<file path="config.mk">
export PLATFORM = sky130hd
export DESIGN_NAME = boxcar_accum
export DESIGN_NICKNAME = d
export VERILOG_FILES = /design/src/rtl/boxcar_pkg.sv /design/src/rtl/boxcar_fill_cnt.sv /design/src/rtl/boxcar_accum.sv
export SDC_FILE = /design/constraint.sdc
export NUM_CORES = 1
export LEC_CHECK = 0
export CAP_MARGIN = 20
export CORE_ASPECT_RATIO = 0.7
export CORE_MARGIN = 4
export CORE_UTILIZATION = 25
export DETAILED_ROUTE_END_ITERATION = 16
export HOLD_SLACK_MARGIN = 0.03
export PLACE_DENSITY = 0.51
export SYNTH_ARGS = -nofsm -noshare
export SYNTH_HDL_FRONTEND = slang
export SYNTH_SLANG_ARGS = --single-unit
</file>
<file path="constraint.sdc">
create_clock -name clk -period 4.4 [get_ports clk]
set_clock_uncertainty 0.2 [all_clocks]
set_input_delay 0.66 -clock clk [delete_from_list [all_inputs] [get_ports clk]]
set_output_delay 0.66 -clock clk [all_outputs]
set_load 0.02 [all_outputs]
</file>
<file path="src/rtl/boxcar_pkg.sv">
// Shared types and width helpers for the boxcar window accumulator.
package boxcar_pkg;

  typedef enum logic {
    FILL = 1'b0,
    RUN  = 1'b1
  } state_t;

  function automatic int sum_width(input int dw, input int len);
    return dw + $clog2(len + 1);
  endfunction

  function automatic int cnt_width(input int len);
    return $clog2(len + 1);
  endfunction

endpackage

</file>
<file path="src/rtl/boxcar_fill_cnt.sv">
// Saturating enable counter tracking how many samples the window holds.
// full rises in the same update that the count reaches LEN.
module boxcar_fill_cnt
  import boxcar_pkg::*;
#(
  parameter int LEN = 4,
  parameter int CW  = cnt_width(LEN)
) (
  input  logic          clk,
  input  logic          rst,
  input  logic          clr,
  input  logic          en,
  output logic [CW-1:0] cnt,
  output logic          full
);

  logic [CW-1:0] cnt_r;
  logic          full_r;
  logic          at_max_s;
  logic          at_last_s;

  assign at_max_s  = (cnt_r == CW'(LEN));
  assign at_last_s = (cnt_r == CW'(LEN - 1));

  // count accepted samples, holding at LEN instead of wrapping
  always_ff @(posedge clk or posedge rst) begin
    if (rst) begin
      cnt_r  <= {CW{1'b0}};
      full_r <= 1'b0;
    end else if (clr) begin
      cnt_r  <= {CW{1'b0}};
      full_r <= 1'b0;
    end else if (en && !at_max_s) begin
      cnt_r  <= cnt_r + CW'(1);
      full_r <= full_r | at_last_s;
    end else begin
      cnt_r  <= cnt_r;
      full_r <= full_r;
    end
  end

  assign cnt  = cnt_r;
  assign full = full_r;

endmodule

</file>
<file path="src/rtl/boxcar_accum.sv">
// Running-window (boxcar) sum of the last LEN accepted samples.
// Optional build macro BOXCAR_AVG_EN adds a registered avg = sum / LEN output.
module boxcar_accum
  import boxcar_pkg::*;
#(
  parameter  int DW  = 8,
  parameter  int LEN = 4,
  localparam int OW  = sum_width(DW, LEN)
) (
  input  logic          clk,
  input  logic          rst,
  input  logic          clr,
  input  logic          en,
  input  logic [DW-1:0] din,
  input  logic [DW-1:0] dly_in,
  output logic [OW-1:0] sum,
  output logic          full,
  output logic          vld
`ifdef BOXCAR_AVG_EN
  ,output logic [DW-1:0] avg
`endif
);

  localparam int CW = cnt_width(LEN);

  if (LEN < 1) begin : g_len_min
    $error("boxcar_accum: LEN must be >= 1");
  end

  state_t        state_r;
  state_t        state_nxt_s;
  logic [OW-1:0] sum_r;
  logic [OW-1:0] sum_nxt_s;
  logic          vld_r;
  logic          vld_nxt_s;
  logic [OW-1:0] din_w_s;
  logic [OW-1:0] dly_w_s;
  logic [CW-1:0] fill_cnt_s;
  logic          full_s;
  logic          fill_last_s;

  assign din_w_s     = {{(OW-DW){1'b0}}, din};
  assign dly_w_s     = {{(OW-DW){1'b0}}, dly_in};
  assign fill_last_s = (fill_cnt_s == CW'(LEN - 1));

  boxcar_fill_cnt #(
    .LEN (LEN),
    .CW  (CW)
  ) u_fill_cnt (
    .clk  (clk),
    .rst  (rst),
    .clr  (clr),
    .en   (en),
    .cnt  (fill_cnt_s),
    .full (full_s)
  );

  // next-state and datapath; dly_in only enters the sum once the window is full
  always_comb begin
    state_nxt_s = state_r;
    sum_nxt_s   = sum_r;
    vld_nxt_s   = 1'b0;
    if (clr) begin
      state_nxt_s = FILL;
      sum_nxt_s   = {OW{1'b0}};
    end else if (en) begin
      case (state_r)
        FILL: begin
          sum_nxt_s = sum_r + din_w_s;
          if (fill_last_s) begin
            state_nxt_s = RUN;
            vld_nxt_s   = 1'b1;
          end else begin
            state_nxt_s = FILL;
          end
        end
        RUN: begin
          sum_nxt_s   = sum_r + din_w_s - dly_w_s;
          state_nxt_s = RUN;
          vld_nxt_s   = 1'b1;
        end
        default: begin
          state_nxt_s = FILL;
          sum_nxt_s   = {OW{1'b0}};
        end
      endcase
    end else begin
      state_nxt_s = state_r;
    end
  end

  // state, sum and valid registers
  always_ff @(posedge clk or posedge rst) begin
    if (rst) begin
      state_r <= FILL;
      sum_r   <= {OW{1'b0}};
      vld_r   <= 1'b0;
    end else begin
      state_r <= state_nxt_s;
      sum_r   <= sum_nxt_s;
      vld_r   <= vld_nxt_s;
    end
  end

  assign sum  = sum_r;
  assign full = full_s;
  assign vld  = vld_r;

`ifdef BOXCAR_AVG_EN
  localparam int SH = $clog2(LEN);

  if ((LEN & (LEN - 1)) != 0) begin : g_len_pow2
    $error("boxcar_accum: LEN must be a power of two when BOXCAR_AVG_EN is defined");
  end

  logic [DW-1:0] avg_r;

  // average tracks the sum update but stays zero until the window is full
  always_ff @(posedge clk or posedge rst) begin
    if (rst) begin
      avg_r <= {DW{1'b0}};
    end else if (clr) begin
      avg_r <= {DW{1'b0}};
    end else if (vld_nxt_s) begin
      avg_r <= DW'(sum_nxt_s >> SH);
    end else begin
      avg_r <= avg_r;
    end
  end

  assign avg = avg_r;
`endif

endmodule
</file>
* Word level (Yosys, flattened, before mapping) *
Cells that the tools add are included.

storage, ports and cells
  register bits = 17
  bits in latches = 0
  bits in writable memories = 0
  bits in read-only memories = 0
  output and inout bits = 13
  memories = 0

cells by class
  add/subtract/negate cells = 3
  multiply operators = 0
  divide/modulo/power cells = 0
  order comparisons = 0
  equal/unequal tests = 2
  shift operators = 0
  multiplexer cells = 13
  bitwise logic cells = 2
  reduce and logical (&&, ||, !) cells = 4

operators by type and width
  kind                                            number
  two-way mux 11 bit                              2
  case mux 11 bit (2 select lines)                1
  adder 11 x 8 -> 11 bit                          1
  subtractor 11 x 8 -> 11 bit                     1
  two-way mux 1 bit                               7
  two-way mux 3 bit                               2
  nonzero test 2 bit                              2
  adder 3 x 1 -> 3 bit (second input constant)    1
  == test 3 x 2 -> 1 bit (second input constant)  1
  == test 3 bit (second input constant)           1
  case mux 1 bit (2 select lines)                 1
  logical AND 1 bit                               1
  logical NOT 1 bit                               1
  inverter 1 bit                                  1
  OR 1 bit                                        1

* Depth between registers and ports, before layout *
Gate-level depths: netlist of the first run.

  depth after elaboration = 5
  depth in mapped cells = 16

* By module *
From an unflattened synthesis of the first run, not the netlist that was laid out.

unflattened totals
  cells, all modules = 199
  area, all modules = 1624.1 µm²

by module, submodules not included
  module           times used  cells each  area an instance (µm²)  seq. area each (µm²)
  boxcar_accum     1           177         1396.3                  325.3
  boxcar_fill_cnt  1           22          227.7                   100.1

* Worst setup path after synthesis of the first run *
Ideal clock, no wire load.

  path type = input -> register
  start = input din[0]
  end = register sum_r[9] (netlist: sum[9])
  setup time = 0.128 ns
  arrival time = 3.434 ns
  required time = 4.072 ns
  setup slack = 0.639 ns
  cell stages on the path = 15
  buffers on the path = 0
  cell sequence = ha_1 > inv_1 > fa_1 > nor2b_1 > o31a_4 > o21a_1 > nor2_1 > xnor2_1 > ha_1 > or4_1 > o21ai_1 > o22ai_1 > a211oi_2 > mux2i_1 > mux2_1

between the ends
  word-level cells in the longest chain between the ends = 5

ends and longest elaborated chain
  element                             RTL line                                RTL
  start: declaration                  boxcar_accum.sv:14                      input logic [DW-1:0] din,
  adder 11 x 8 -> 11 bit *            boxcar_accum.sv:69, boxcar_accum.sv:78
  subtractor 11 x 8 -> 11 bit         boxcar_accum.sv:78                      sum_nxt_s = sum_r + din_w_s - dly_w_s;
  case mux 11 bit (2 select lines) *  boxcar_accum.sv:67                      case (state_r)
  two-way mux 11 bit *                boxcar_accum.sv:66                      end else if (en) begin
  two-way mux 11 bit *                boxcar_accum.sv:63                      if (clr) begin
  end signal: assignment              boxcar_accum.sv:96                      sum_r <= {OW{1'b0}};
  end signal: assignment              boxcar_accum.sv:100                     sum_r <= sum_nxt_s;
  end: declaration                    boxcar_accum.sv:32                      logic [OW-1:0] sum_r;

Every way passes the cells marked *; elsewhere a longest branch is shown, timed or not. The select of a mux whose other input is x is not followed.
A chain may end at the register's enable or synchronous reset.

* Final worst setup path of the first run *
Ends and elaborated chain as after synthesis.

==> results of run 1 <==
-- power breakdown --
| part | internal, mW | switching, mW | total [mW] |
|---|---|---|---|
| combinational | 0.159 | 0.173 | 0.332 |
| sequential | 0.169 | 0.0137 | 0.182 |
| clock | 0.0628 | 0.0540 | 0.117 |
-- tightest hold or removal path: stages (launching register included) --
cell and delay, ns:
dfrtp_1 0.35, a31oi_1 0.05, nor2_1 0.07
-- per-layer routing --
| layer | wire [um] | up-vias |
|---|---|---|
| met3 | 227 | 0 |
| met5 | 0 | - |
| li1 | - | 769 |
| met4 | 0 | 0 |
| met1 | 2157 | 684 |
| met2 | 1693 | 31 |
-- stage by stage --
step | power [mW] | setup WS, ns
after global placement | 0.5186 | 0.06399
after floorplan | 0.4170 | 0.6386
after global routing | 0.6943 | 0.002192
after CTS | 0.6386 | 0.2905
after detailed placement | 0.5182 | 0.04325
final | 0.6307 | 0.2881
-- sequential cells by signal, summed over array words and instances, names as in the netlist --
| signal | cells |
|---|---|
| vld | 1 |
| state_r | 1 |
| sum | 11 |
| u_fill_cnt.cnt | 3 |
| u_fill_cnt.full | 1 |
-- final timing paths --
check                                  end  depth (start not counted)
max in group asynchronous           sum[4]                          2
max                                 sum[9]                         16
max reg2reg                         sum[9]                         12
min                        u_fill_cnt.full                          2
min reg2reg                u_fill_cnt.full                          2
min in group asynchronous  u_fill_cnt.full                          2
-- cells by family after synthesis --
| logic type | count (synthesis) | synth area share, % |
|---|---|---|
| and+or+nand+nor | 64 | 19.00 |
| buffers and inverters | 25 | 5.868 |
| DFF | 17 | 26.25 |
| AOI/OAI and AO/OA | 55 | 23.86 |
| muxes | 3 | 1.931 |
| xor gates and xnor gates | 11 | 5.946 |
| adders and majority gates | 21 | 17.14 |
-- cells in the mapped netlist (2+ instances only) --
cell	number	area share, %
nand2_1	14	3.2
nor2_1	26	6.0
o21ai_0	10	3.1
xor2_1	3	1.6
inv_1	19	4.4
a21o_1	2	0.93
a21oi_1	12	3.7
o22ai_1	2	0.77
nor3_1	6	1.9
nand3_1	2	0.62
a31oi_1	2	0.77
nand2b_1	2	0.77
a311oi_1	4	2.2
o21a_1	5	2.3
mux2i_1	2	1.2
clkbuf_1	4	0.93
xnor2_1	8	4.3
o21ai_1	2	0.62
o31ai_1	2	0.93
ha_1	19	15
nor2b_1	4	1.5
dfrtp_1	17	26
a211oi_1	4	1.9
fa_1	2	2.5
nand3b_1	2	0.93
-- layout make-up --
cell class / instances / area share [%]
timing repair buffer: 39 / 17.64
inverter: 19 / 3.375
clock buffer: 3 / 1.954
clock inverter: 1 / 0.2368
multi-input combinational: 154 / 52.04
sequential: 17 / 20.13
tap: 78 / 4.618
==> summary.md, run 1 <==
| Metric | Value |
|---|---|
| IO Pins | 33 |
| TritonCTS buffer count | 3 |
| DP Area | 2067 um^2 |
| GR Layer Usage met1 | 15.22% |
| Pwr Density | 298.5 nW/um^2 |
| Multi-input gate area | 1100 um^2 |
| Setup repair after global routing missed its margin | no |
| Share of cells above drive strength 1 | 7.296% |
| CTS tree | yes |
| Cell Count, Final, Fillers Out | 311 |
| Critical Path End Type | register |
| Post-CTS Resized | 0 |
| Die area | 7854 um^2 |
| Via count | 1484 |
| Sum of buffers and inverters on the critical path | 2 |
| Met2 Use GR | 19.08% |
| Post-synth ARST share | 100.0% |
| Final Util | 33.83% |
| Vias/cell | 4.772 |
| WP data required | 4.33 ns |
| Number of cells after detailed placement | 307 |
| Mapped cell area | 1620 um^2 |
| Crit-path slowest cell | clkdlybuf4s50_1 |
| Leakage | 0.9221 nW |
| FF+latch area | 425.4 um^2 |
| Total wire length | 4.079 mm |
| Pins Over Slew Limit | 0 |
| Gpl congestion | 0.8391 |
| Register-to-register setup slack | 0.76 ns |
| Setup CP Type | in -> reg |
| Initial DRT Pass Iterations | 4 |
| Met3 usage | 3.387% |
| PortBufs | 32 |
| Nets | 275 |
| Most common cell after layout, fill and taps aside | clkdlybuf4s50_1 |
| Syn Nets | 237 |
| Reg-to-Reg Start | sum[1] |
| Die Wd | 104.2 um |
| DR iter-0 viols | 44 |
| Slew margin rel. | 54.43% |
| CP startpoint | din[0] |
| Average wire per standard cell | 13.12 um |
| Diodes inserted | 0 |
| Mapped Cells | 196 |
| DRC | 0 |
| Synth-to-layout area growth | 30.42% |
| Hold Crit Start | u_fill_cnt.full |
| Number of synthesized flops with an enable pin | 0 |
| Vias in the first global route | 1528 |
| Most frequent CP cell | ha_1 |
| Die Y | 75.36 um |
| # fillers | 679 |
| Worst-path fanout max | 3 |
| Syn Area/Cell | 8.267 um^2 |
| CP Data Arrival Time | 4.04 ns |
| Largest net degree at the start of global routing | 20 |
| Min Hold Slack | 0.3009 ns |
| Crit path largest cell delay | 0.46 ns |
| DPL Wire Length | 3.394 mm |
| Delay-heaviest family, CP | adder cells |
| H-tree Lvls | 1 |
| Setup tns final | 0 ns |
| Clock Path Buffers | 2 |
| Rows | 24 |
| CP startpoint kind | input pin |
| Commonest register cell after synthesis | dfrtp_1 |
| Grt peak-use layer | met2 |
| CTS root buf | clkbuf_8 |
| Slew @ Worst Pin | 0.6814 ns |
| Outcome | finished clean |
| First-pass GRT wire length | 7.196 mm |
| Fin crit share | 93.45% |
| Antenna violations before repair | 0 |
| Hold crit path type | reg -> reg |
| Crit path cell chain | clkdlybuf4s50_1 -> ha_1 -> inv_1 -> fa_1 -> nor2b_1 -> o31a_4 -> o21a_1 -> nor2_1 -> xnor2_1 -> ha_1 -> or4_1 -> o21ai_1 -> o22ai_1 -> a211oi_2 -> mux2i_1 -> mux2_1 |
| Highest-count cells in the layout ignoring fill and taps | clkdlybuf4s50_1, nor2_1, inv_1, ha_1, dfrtp_1 |
| Max-cap violations | 0 |
| Post-synthesis sequential area ratio | 26.25% |
| Starting density of the core | 25.94% |
| Post-CTS setup buffer count | 0 |
| Peak Freq | 243.2 MHz |
| Worst-skew pair later-pin latency | 0.25 ns |
| Distinct cell type count after synthesis | 46 |
| Gr usage total | 11.33% |
| CTS hold repair buffers | 0 |
| Core region area | 6246 um^2 |
| Clk slew on worst S/H paths | 0.07 ns |
| CTS sink cnt | 17 |
| Minimum clock period | 4.112 ns |
| Max IR drop VDD | 106.3 uV |
| Routed Antenna Nets | 0 |
| Post-layout instance area | 2113 um^2 |
| Setup-failing EPs final | 0 |
| #FFs+latches synth | 17 |
| Remaining Overflow, GRT | 0 |
| Hold Violations, Final | 0 |
| YS warnings | 0 |
(Power assumes the default switching activity.)
==> run 2, diff against run 1 <==
--- a/config.mk
+++ b/config.mk
@@ -5,13 +5,12 @@
 export SDC_FILE = /design/constraint.sdc
 export NUM_CORES = 1
 export LEC_CHECK = 0
-export CAP_MARGIN = 20
 export CORE_ASPECT_RATIO = 0.7
 export CORE_MARGIN = 4
 export CORE_UTILIZATION = 25
 export DETAILED_ROUTE_END_ITERATION = 16
 export HOLD_SLACK_MARGIN = 0.03
-export PLACE_DENSITY = 0.51
+export PLACE_DENSITY_LB_ADDON = 0.1
 export SYNTH_ARGS = -nofsm -noshare
 export SYNTH_HDL_FRONTEND = slang
 export SYNTH_SLANG_ARGS = --single-unit
==> run 2 against run 1 <==
Clock power rose by 3%. Largest power group unchanged. Combinational power rose by 2%. Count of clock-buffer cells in the layout rose by 1. Sequential share of layout area fell by 0.083 points. Flip-flop and latch count did not move. Via count fell by 1.6%. Global-route usage rose by 0.50 points.
==> summary.md, run 2 (synthesis gave the netlist of run 1 again) <==
| Metric | Value |
|---|---|
| DR iter-0 viols | 37 (-16%) |
| Share of cells above drive strength 1 | 7.692% (+0.40 points) |
| Gpl congestion | 0.7779 (-7.3%) |
| Total wire length | 4.398 mm (+7.8%) |
| Leakage | 0.9254 nW (+0.36%) |
| CTS sink cnt | 17 (unchanged) |
| Via count | 1460 (-1.6%) |
| DRC | 0 (unchanged) |
| Vias/cell | 4.679 (-1.9%) |
| Minimum clock period | 4.113 ns (+0.0007530 ns) |
| Outcome | finished clean |
| Hold Violations, Final | 0 (unchanged) |
| Peak Freq | 243.2 MHz (about the same) |
| Die area | 7854 um^2 (unchanged) |
| Critical path depth | 17 (+1) |
| Starting density of the core | 25.94% (unchanged) |
| Crit-path slowest cell | or4b_1 |
| CTS tree | yes |
| Highest-count cells in the layout ignoring fill and taps | clkdlybuf4s50_1, nor2_1, inv_1, ha_1, dfrtp_1 |
| Most common cell after layout, fill and taps aside | clkdlybuf4s50_1 |
| CTS hold repair buffers | 0 (unchanged) |
| CTS root buf | clkbuf_8 |
| Worst-skew pair later-pin latency | 0.25 ns (about the same) |
| Max-cap violations | 0 (unchanged) |
| Slew margin rel. | 48.82% (-5.6 points) |
| Largest net degree at the start of global routing | 20 (unchanged) |
| IO Pins | 33 (unchanged) |
| CP startpoint kind | input pin |
| Critical Path End Type | register |
| Remaining Overflow, GRT | 0 (unchanged) |
| CP Data Arrival Time | 4.02 ns (-0.02 ns) |
| First-pass GRT wire length | 7.293 mm (+1.3%) |
| Initial DRT Pass Iterations | 4 (unchanged) |
| Max IR drop VDD | 90.15 uV (-15%) |
| Core region area | 6246 um^2 (unchanged) |
| Reg-to-Reg Start | sum[0] |
| Setup WS post-layout | 0.2874 ns (-0.0007530 ns) |
| Clock Path Buffers | 2 (unchanged) |
| Slew @ Worst Pin | 0.7653 ns (+0.08383 ns) |
| Nets | 276 (+0.36%) |
| Rows | 24 (unchanged) |
| Delay-heaviest family, CP | compound AO/OA/AOI/OAI gates |
| Number of cells after detailed placement | 308 (+0.33%) |
| Hold Crit Start | u_fill_cnt.full |
| WP data required | 4.31 ns (-0.02 ns) |
| Die Wd | 104.2 um (unchanged) |
| Sum of buffers and inverters on the critical path | 2 (unchanged) |
| Fin crit share | 93.47% (about the same) |
| CP startpoint | din[0] |
| Worst reg-to-reg path cell count | 16 (+4) |
| Hold crit path type | reg -> reg |
| Vias in the first global route | 1462 (-4.3%) |
| Die Y | 75.36 um (unchanged) |
| Worst-path fanout max | 4 (+1) |
| Clk slew on worst S/H paths | 0.07 ns (about the same) |
| Pwr Density | 302.1 nW/um^2 (+1.2%) |
| Routed Antenna Nets | 0 (unchanged) |
| Crit path largest cell delay | 0.50 ns (+0.04 ns) |
| Pre-CTS WS | -0.05349 ns (-0.09674 ns) |
| Gr usage total | 11.83% (+0.50 points) |
| Max FFs per register | 11 (unchanged) |
| Cell Count, Final, Fillers Out | 312 (+0.32%) |
| Diodes inserted | 0 (unchanged) |
| H-tree Lvls | 1 (unchanged) |
| PortBufs | 32 (unchanged) |
| Crit path cell chain | clkdlybuf4s50_1 -> ha_1 -> inv_1 -> fa_1 -> nor2b_2 -> o31a_4 -> o21a_1 -> nor2_1 -> xnor2_1 -> ha_1 -> or4b_1 -> o22ai_1 -> a21o_1 -> nor3_1 -> a311oi_1 -> xor2_1 -> nor2_1 |
| Antenna violations before repair | 0 (unchanged) |
| Setup CP Type | in -> reg |
| Setup-failing EPs final | 0 (unchanged) |
| Average wire per standard cell | 14.10 um (+7.5%) |
| Setup repair after global routing missed its margin | no |
| TritonCTS buffer count | 3 (unchanged) |
| DPL Wire Length | 3.576 mm (+5.4%) |
| Hold Path Stages | 2 (unchanged) |
| Pins Over Slew Limit | 0 (unchanged) |
| Synth-to-layout area growth | 30.97% |
[run 2: metrics by stage]
stage | hold WS [ns] | power (mW) | setup TNS, ns | utilization [%] | cell area, um^2
after floorplan | 0.3368 | 0.4170 | 0 | - | 1620
after global placement | 0.2943 | 0.5287 | 0 | 33.21 | 2074
after detailed placement | 0.2947 | 0.5261 | -0.05349 | 33.21 | 2074
after CTS | 0.3122 | 0.6525 | 0 | 33.93 | 2120
after global routing | 0.3530 | 0.6963 | 0 | 33.97 | 2122
final | 0.3012 | 0.6411 | 0 | 33.97 | 2122
[run 2: path summary, 6_finish.rpt]
check,endpoint,slack (ns)
setup / recovery,sum[10],0.29
hold / removal,u_fill_cnt.full,0.30
setup reg to reg,sum[10],0.77
hold reg to reg,u_fill_cnt.full,0.30
max in group asynchronous,sum[5],2.92
min in group asynchronous,u_fill_cnt.cnt[1],0.63
[run 2: where the power goes]
| group | internal, mW | switching, mW | leakage (nW) |
|---|---|---|---|
| clock network | 0.0644 | 0.0570 | 0.0228 |
| registers | 0.168 | 0.0134 | 0.229 |
| logic | 0.162 | 0.176 | 0.674 |
| total | 0.395 | 0.247 | 0.925 |
[run 2: worst reg2reg max path, delay by kind of cell (launching register included)]
kind	cells	cell delay [ns]
AO/OA/AOI/OAI	5	0.87
adder cells (fa/ha/maj)	3	0.83
buffers and inverters	1	0.06
flip-flops	1	0.37
AND/OR/NAND/NOR	5	0.83
XOR/XNOR	2	0.31
[run 2: final cells by class]
type	count	area (um^2)
inverter	19	71.32
tap	78	97.59
clock buffer	4	45.04
sequential	17	425.4
multi-input combinational	154	1102
fill	671	4124
timing repair buffer	40	380.4
[run 2: layer usage]
| metal | wire (um) | vias to the layer above | global-route usage [%] |
|---|---|---|---|
| li1 | - | 771 | - |
| met1 | 2366 | 654 | 17.23 |
| met2 | 1792 | 33 | 17.93 |
| met3 | 226 | 2 | 3.302 |
| met4 | 13 | 0 | 1.770 |
| met5 | 0 | - | 0 |
[run 2: what timing repair did]
| item | in CTS | in global routing |
|---|---|---|
| setup endpoints to repair | 0 | 1 |
| resized for setup | 0 | 1 |
| buffers inserted | 0 | 0 |
